--- src/rtl/rs_pkg.sv ---
// Shared defaults and helpers for the forward register-slice pipe.
package rs_pkg;

   localparam int PLD_WIDTH_DEF = 32;
   localparam int DEPTH_DEF     = 2;

   // Bits needed to count 0..depth occupied stages.
   function automatic int occ_w(input int depth);
      return (depth < 1) ? 1 : $clog2(depth + 1);
   endfunction

endpackage

--- src/rtl/rs_fwd_stage.sv ---
// One forward register stage: a valid flop plus payload register with
// bubble-collapsing ready (empty stage always accepts).
module rs_fwd_stage
   import rs_pkg::*;
#(
   parameter int PLD_WIDTH = PLD_WIDTH_DEF
) (
   input  logic                 clk,
   input  logic                 rst,
   input  logic                 in_vld,
   input  logic [PLD_WIDTH-1:0] in_pld,
   output logic                 in_rdy,
   output logic                 out_vld,
   output logic [PLD_WIDTH-1:0] out_pld,
   input  logic                 out_rdy
);

   logic                 vld_q, vld_d;
   logic [PLD_WIDTH-1:0] pld_q, pld_d;

   assign in_rdy = !vld_q | out_rdy;

   always_comb begin
      vld_d = vld_q;
      pld_d = pld_q;
      if (in_rdy) vld_d = in_vld;
      // payload only moves with a real beat so bubbles never toggle it
      if (in_rdy && in_vld) pld_d = in_pld;
   end

   always_ff @(posedge clk) begin
      if (rst) begin
         vld_q <= 1'b0;
         pld_q <= '0;
      end else begin
         vld_q <= vld_d;
         pld_q <= pld_d;
      end
   end

   assign out_vld = vld_q;
   assign out_pld = pld_q;

endmodule

--- src/rtl/reg_slice_forward_pipe.sv ---
// DEPTH-stage forward-registered pipe; valid/payload are flopped per stage,
// ready ripples combinationally from m_rdy back to s_rdy.
module reg_slice_forward_pipe
   import rs_pkg::*;
#(
   parameter int PLD_WIDTH = PLD_WIDTH_DEF,
   parameter int DEPTH     = DEPTH_DEF
) (
   input  logic                      clk,
   input  logic                      rst,
   input  logic                      s_vld,
   input  logic [PLD_WIDTH-1:0]      s_pld,
   output logic                      s_rdy,
   output logic                      m_vld,
   output logic [PLD_WIDTH-1:0]      m_pld,
   input  logic                      m_rdy,
   output logic [occ_w(DEPTH)-1:0]   occ
);

   localparam int OCC_W = occ_w(DEPTH);

   // index k is the input of stage k; index DEPTH is the pipe output
   logic [DEPTH:0]       stg_vld;
   logic [DEPTH:0]       stg_rdy;
   logic [PLD_WIDTH-1:0] stg_pld [DEPTH+1];
   logic [OCC_W-1:0]     occ_sum;

   assign stg_vld[0]     = s_vld;
   assign stg_pld[0]     = s_pld;
   assign stg_rdy[DEPTH] = m_rdy;

   for (genvar k = 0; k < DEPTH; k++) begin : g_stage
      rs_fwd_stage #(.PLD_WIDTH(PLD_WIDTH)) u_stage (
         .clk     (clk),
         .rst     (rst),
         .in_vld  (stg_vld[k]),
         .in_pld  (stg_pld[k]),
         .in_rdy  (stg_rdy[k]),
         .out_vld (stg_vld[k+1]),
         .out_pld (stg_pld[k+1]),
         .out_rdy (stg_rdy[k+1])
      );
   end

   always_comb begin
      occ_sum = '0;
      for (int k = 1; k <= DEPTH; k++) occ_sum = occ_sum + OCC_W'(stg_vld[k]);
   end

   assign s_rdy = stg_rdy[0];
   assign m_vld = stg_vld[DEPTH];
   assign m_pld = stg_pld[DEPTH];
   assign occ   = occ_sum;

endmodule

--- config.mk ---
export PLATFORM = sky130hd
export DESIGN_NAME = reg_slice_forward_pipe
export DESIGN_NICKNAME = d
export VERILOG_FILES = /design/src/rtl/rs_pkg.sv /design/src/rtl/rs_fwd_stage.sv /design/src/rtl/reg_slice_forward_pipe.sv
export SDC_FILE = /design/constraint.sdc
export NUM_CORES = 1
export LEC_CHECK = 0
export BUFFER_PORTS_ARGS = -buffer_cell sky130_fd_sc_hd__buf_2
export CAP_MARGIN = 40
export CORE_MARGIN = 2
export CORE_UTILIZATION = 56
export DETAILED_ROUTE_END_ITERATION = 16
export PLACE_DENSITY = 0.87
export SYNTH_ARGS = -nofsm -noshare
export SYNTH_HDL_FRONTEND = slang
export SYNTH_SLANG_ARGS = --single-unit
--- constraint.sdc ---
create_clock -name clk -period 4.1 [get_ports clk]
set_clock_uncertainty 0.05 [all_clocks]
set_input_delay 0.205 -clock clk [delete_from_list [all_inputs] [get_ports clk]]
set_output_delay 0.205 -clock clk [all_outputs]
set_load 0.01 [all_outputs]
# After elaboration in Yosys (flattened, before gate mapping)

Cells that the tools add are included.

Logic and storage cells: 11
Input port bits: 36
Register bits after elaboration: 66

Bitwise logic cells: 2
Reduce and logical (&&, ||, !) cells: 4
Add/sub/neg operators: 1

Operators by type and width:

| kind              | number |
|---|---|
| $add 1x1->2       | 1 |
| $logic_and 1x1->1 | 2 |
| $logic_not 1->1   | 2 |
| $or 1x1->1        | 2 |

# Longest topological paths before layout

Depth in word-level cells: 4
Mapped depth: 5

# Modules after synthesis

Synthesis repeated with hierarchy kept, for this count alone.

Cells, all modules: 301
Area total of the unflattened synthesis: 2900.3 um2

Modules (own cells, without submodules):

| module                 | area an instance (um2) | cells an instance | times used | seq. area each (um2) |
|---|---|---|---|---|
| rs_fwd_stage           | 1443.9                 | 150               | 2          | 660.6 |
| reg_slice_forward_pipe | 12.5                   | 1                 | 1          | 0.0 |

# Worst setup path before layout

OpenSTA, ideal clock, no wires.

Path type: reg2reg
Start: register g_stage[1].u_stage.vld_q
End: register g_stage[0].u_stage.pld_q[0]
Arrival time: 1.215 ns
Path buffers: 2
Data required time: 3.978 ns
Cell stages (with the launch flop): 6
Setup slack: 2.764 ns
Cells stage by stage: dfxtp_1 > nor2b_4 > buf_6 > a21boi_4 > buf_12 > mux2i_1

Longest elaborated chain between the ends: 4

RTL lines:

| item                    | line               | text |
|---|---|---|
| start, declared         | rs_fwd_stage.sv:18 | `logic vld_q, vld_d;` |
| start signal, assigned  | rs_fwd_stage.sv:36 | `vld_q <= vld_d;` |
| $logic_not 1->1         | rs_fwd_stage.sv:21 | `assign in_rdy = !vld_q \| out_rdy;` |
| $or 1x1->1 (2 in a row) | rs_fwd_stage.sv:21 |  |
| $logic_and 1x1->1       | rs_fwd_stage.sv:28 | `if (in_rdy && in_vld) pld_d = in_pld;` |
| end signal, assigned    | rs_fwd_stage.sv:37 | `pld_q <= pld_d;` |
| end, declared           | rs_fwd_stage.sv:19 | `logic [PLD_WIDTH-1:0] pld_q, pld_d;` |

No other way between the ends.
A chain may end at the register's enable or synchronous reset.

# Final worst setup path

Start: register g_stage[1].u_stage.vld_q
End: register g_stage[0].u_stage.pld_q[25]

Same word-level chain as after synthesis.

==> summary.txt <==
Synthesis
  – Post-synth top area share: between 40% and 50%
  – Syn Nets: approximately 330
  – Cell Area, Synth: roughly 2800 um^2
  – Mux cell area share after synthesis: between 10% and 20%
  – Synth Area in Adders: less than 1%
  – Synth Area in Compound Gates: between 10% and 20%
  – Synth Warn #: 0
  – Largest family of logic cells by synthesized area: simple AND/OR/NAND/NOR gates
  – Synth Register Bits: 66
  – Mapped Avg Cell Area: roughly 9.4 um^2
  – Xor/xnor share of the synthesized area: 0%
  – Synth area leader: dfxtp_1
  – Post-synthesis cell type count: 19
  – Synthesized instance count: between 200 and 300
  – Synth area leaders: dfxtp_1, nand2b_1, mux2i_1
  – Seq/Total Area, Yosys: 47.6%
  – Simple-Gate Fraction of Synth Area: 21.2%

Timing
  – Slew @ Worst Pin: about 0.84 ns
  – Post-route setup TNS: 0 ns
  – RSZ-0062 raised after global routing: false
  – Final period util: 48.2%
  – Achievable Freq: between 0.5 and 0.6 GHz
  – Fin. max-slew vios: 0
  – Fin. Hold Viols: 0
  – Final setup violation count: 0
  – Worst hold slack: around 0.076 ns
  – Slew headroom: 44.0%
  – Fin crit period: 1.97 ns

Place
  – Routability-driven placement congestion ratio: around 0.74
  – Placed insts: 410
  – Port bufs: 71
  – Detail Placement HPWL: about 3.9 mm

Drt
  – Routed Antenna Nets: 0
  – DRT Wirelength: just under 6 mm
  – Vias post-DR: roughly 2300
  – Via/cell ratio: between 5 and 6
  – # DRC: 0
  – Drt first pass iters: 4
  – 1st-iter DRT viols: between 150 and 200
  – DR WL/cell: approximately 14 um

Final layout
  – Non-Filler Instances: approximately 430
  – N_diodes: 0
  – Final #Nets: 391
  – Fraction of layout cells with a size suffix above 1: between 20 and 30%
  – Synth-to-layout area growth: 18.8%
  – Fillers: 401

Power
  – Leak: between 1 and 1.5 nW
  – Peak VDD IR: around 0.25 mV
  – Pwr dens: slightly above 400 nW/um^2
  – Total Power: about 1.3 mW

GRT
  – First-pass GRT wire length: around 9.4 mm
  – Initial antenna violation count: 0
  – Total track usage: between 20% and 30%
  – GRT overflow: 0
  – Vias in the first global route: 2031
  – Pin count of the biggest net entering global routing: 60

Run
  – Max cap viols: 0

Critical path
  – Critical path fanouts, max: 35
  – WP data required: between 4 and 5 ns
  – Worst-path cell chain: nor2b_4 > a21boi_4 > buf_4 > mux2i_1
  – Critical path endpoint category: flip-flop
  – Top Family by Delay on Critical Path: simple AND/OR/NAND/NOR gates
  – CP Launch Type: flip-flop
  – WS Path Type: flip-flop to flip-flop
  – Worst Path Arrival: roughly 2.1 ns
  – WP buf/inv: 1
  – Slowest cell on the critical path: nor2b_4
  – Critical Path Max Stage Delay: around 0.62 ns

Clocking
  – Reg clk slew, reported paths: roughly 0.06 ns
  – Worst-skew pair later-pin latency: around 0.33 ns
  – Clock sink count: 66
  – Number of gates resized after CTS: 0
  – Hold_buf cts: 0
  – Post-CTS setup buffers: 0
  – Max Root-Sink Buffers: 2
  – CTS tree: built
  – H-tree level count: 3
  – CTS Buf Count: 9
  – CTS root buf: clkbuf_8

Floorplan
  – Die ar.: ~5500 um^2
  – Ports: 72
  – Cell Rows: 25
  – Initial Util: between 50% and 60%
  – Vert. Die Dim: about 74 um
  – Die width: approximately 74 um
  – Core Area: 4750 um^2

Run status
  – Status: completed

Worst hold path
  – Hold Crit Class: input pin to flip-flop
[final timing paths]
check,start,end,slack (ns),cells after the start
max,g_stage[1].u_stage.out_vld,g_stage[0].u_stage.out_pld[25],2.13,4
min,s_pld[6],g_stage[0].u_stage.out_pld[6],0.08,3
max reg2reg,g_stage[1].u_stage.out_vld,g_stage[0].u_stage.out_pld[25],2.13,4
min reg2reg,g_stage[1].u_stage.out_pld[8],g_stage[1].u_stage.out_pld[8],0.42,2
[report_power, final]
group / leakage (nW) / internal [mW] / switching (mW) / total, mW
Combinational: 0.776 / 0.0605 / 0.0703 / 0.131
Sequential: 0.540 / 0.671 / 0.0163 / 0.687
Clock: 0.106 / 0.302 / 0.225 / 0.527
Total: 1.42 / 1.03 / 0.311 / 1.34
[flip-flops by register name, indices dropped and copies added, names as in the netlist]
name and flops:
g_stage.u_stage.out_pld 64, g_stage.u_stage.out_vld 2
[cell type report]
type                    instances  area [um^2]  share of cell area, %
multi-input cells             200         1270                   38.6
clock inverters                 1         5.00                  0.152
repair buffers                 76          413                   12.5
inverters                       1         3.75                  0.114
clock buffers                  15          196                   5.96
flip-flops and latches         66         1320                   40.1
well taps                      67         83.8                   2.54
[per-stage QoR]
step	cell area [um^2]	util (%)	setup slack, ns
2_1_floorplan	2770	-	2.76
3_3_place_gp	3060	64.3	2.25
3_5_place_dp	3090	65.1	2.17
4_1_cts	3290	69.3	2.15
5_1_grt	3290	69.3	2.00
6_report	3290	69.3	2.13
[Yosys cell counts]
| cell | number |
|---|---|
| a21boi_4 | 1 |
| a21oi_1 | 34 |
| buf_1 | 3 |
| buf_12 | 3 |
| buf_2 | 9 |
| buf_6 | 1 |
| clkbuf_1 | 12 |
| clkbuf_2 | 1 |
| dfxtp_1 | 66 |
| ha_1 | 1 |
| inv_1 | 1 |
| mux2i_1 | 32 |
| nand2_1 | 1 |
| nand2b_1 | 64 |
| nand3_1 | 32 |
| nor2_1 | 1 |
| nor2b_4 | 1 |
| o21ai_0 | 32 |
| or2b_1 | 1 |
[logic make-up after synthesis]
kind of cell	count (synthesis)
flip-flops	66
multiplexers	32
buffers and inverters	30
AND/OR/NAND/NOR	100
adder cells (fa/ha/maj)	1
AO/OA/AOI/OAI	67
[tightest hold or removal path: stages]
cell and delay (ns):
buf_2 0.09, nand2b_1 0.05, mux2i_1 0.06
[routing by layer]
metal | part of all wire [%] | routed length, um | track usage, % | up-vias
met5 | 0 | 0 | 0 | -
met4 | 0.82 | 48 | 8.33 | 0
met3 | 8.0 | 473 | 7.18 | 10
met2 | 47 | 2780 | 34.9 | 91
met1 | 44 | 2580 | 29.9 | 1043
li1 | - | - | - | 1118
[cell usage in the layout, fill, tap and decap left out, drive strengths merged, types with 15 or more instances in the layout]
master  netlist  routed
buf          16      76
o21ai        32      32
clkbuf       13      15
nand3        32      32
nand2b       64      64
mux2i        32      32
a21oi        34      34
dfxtp        66      66
(Power assumes the default switching activity.)
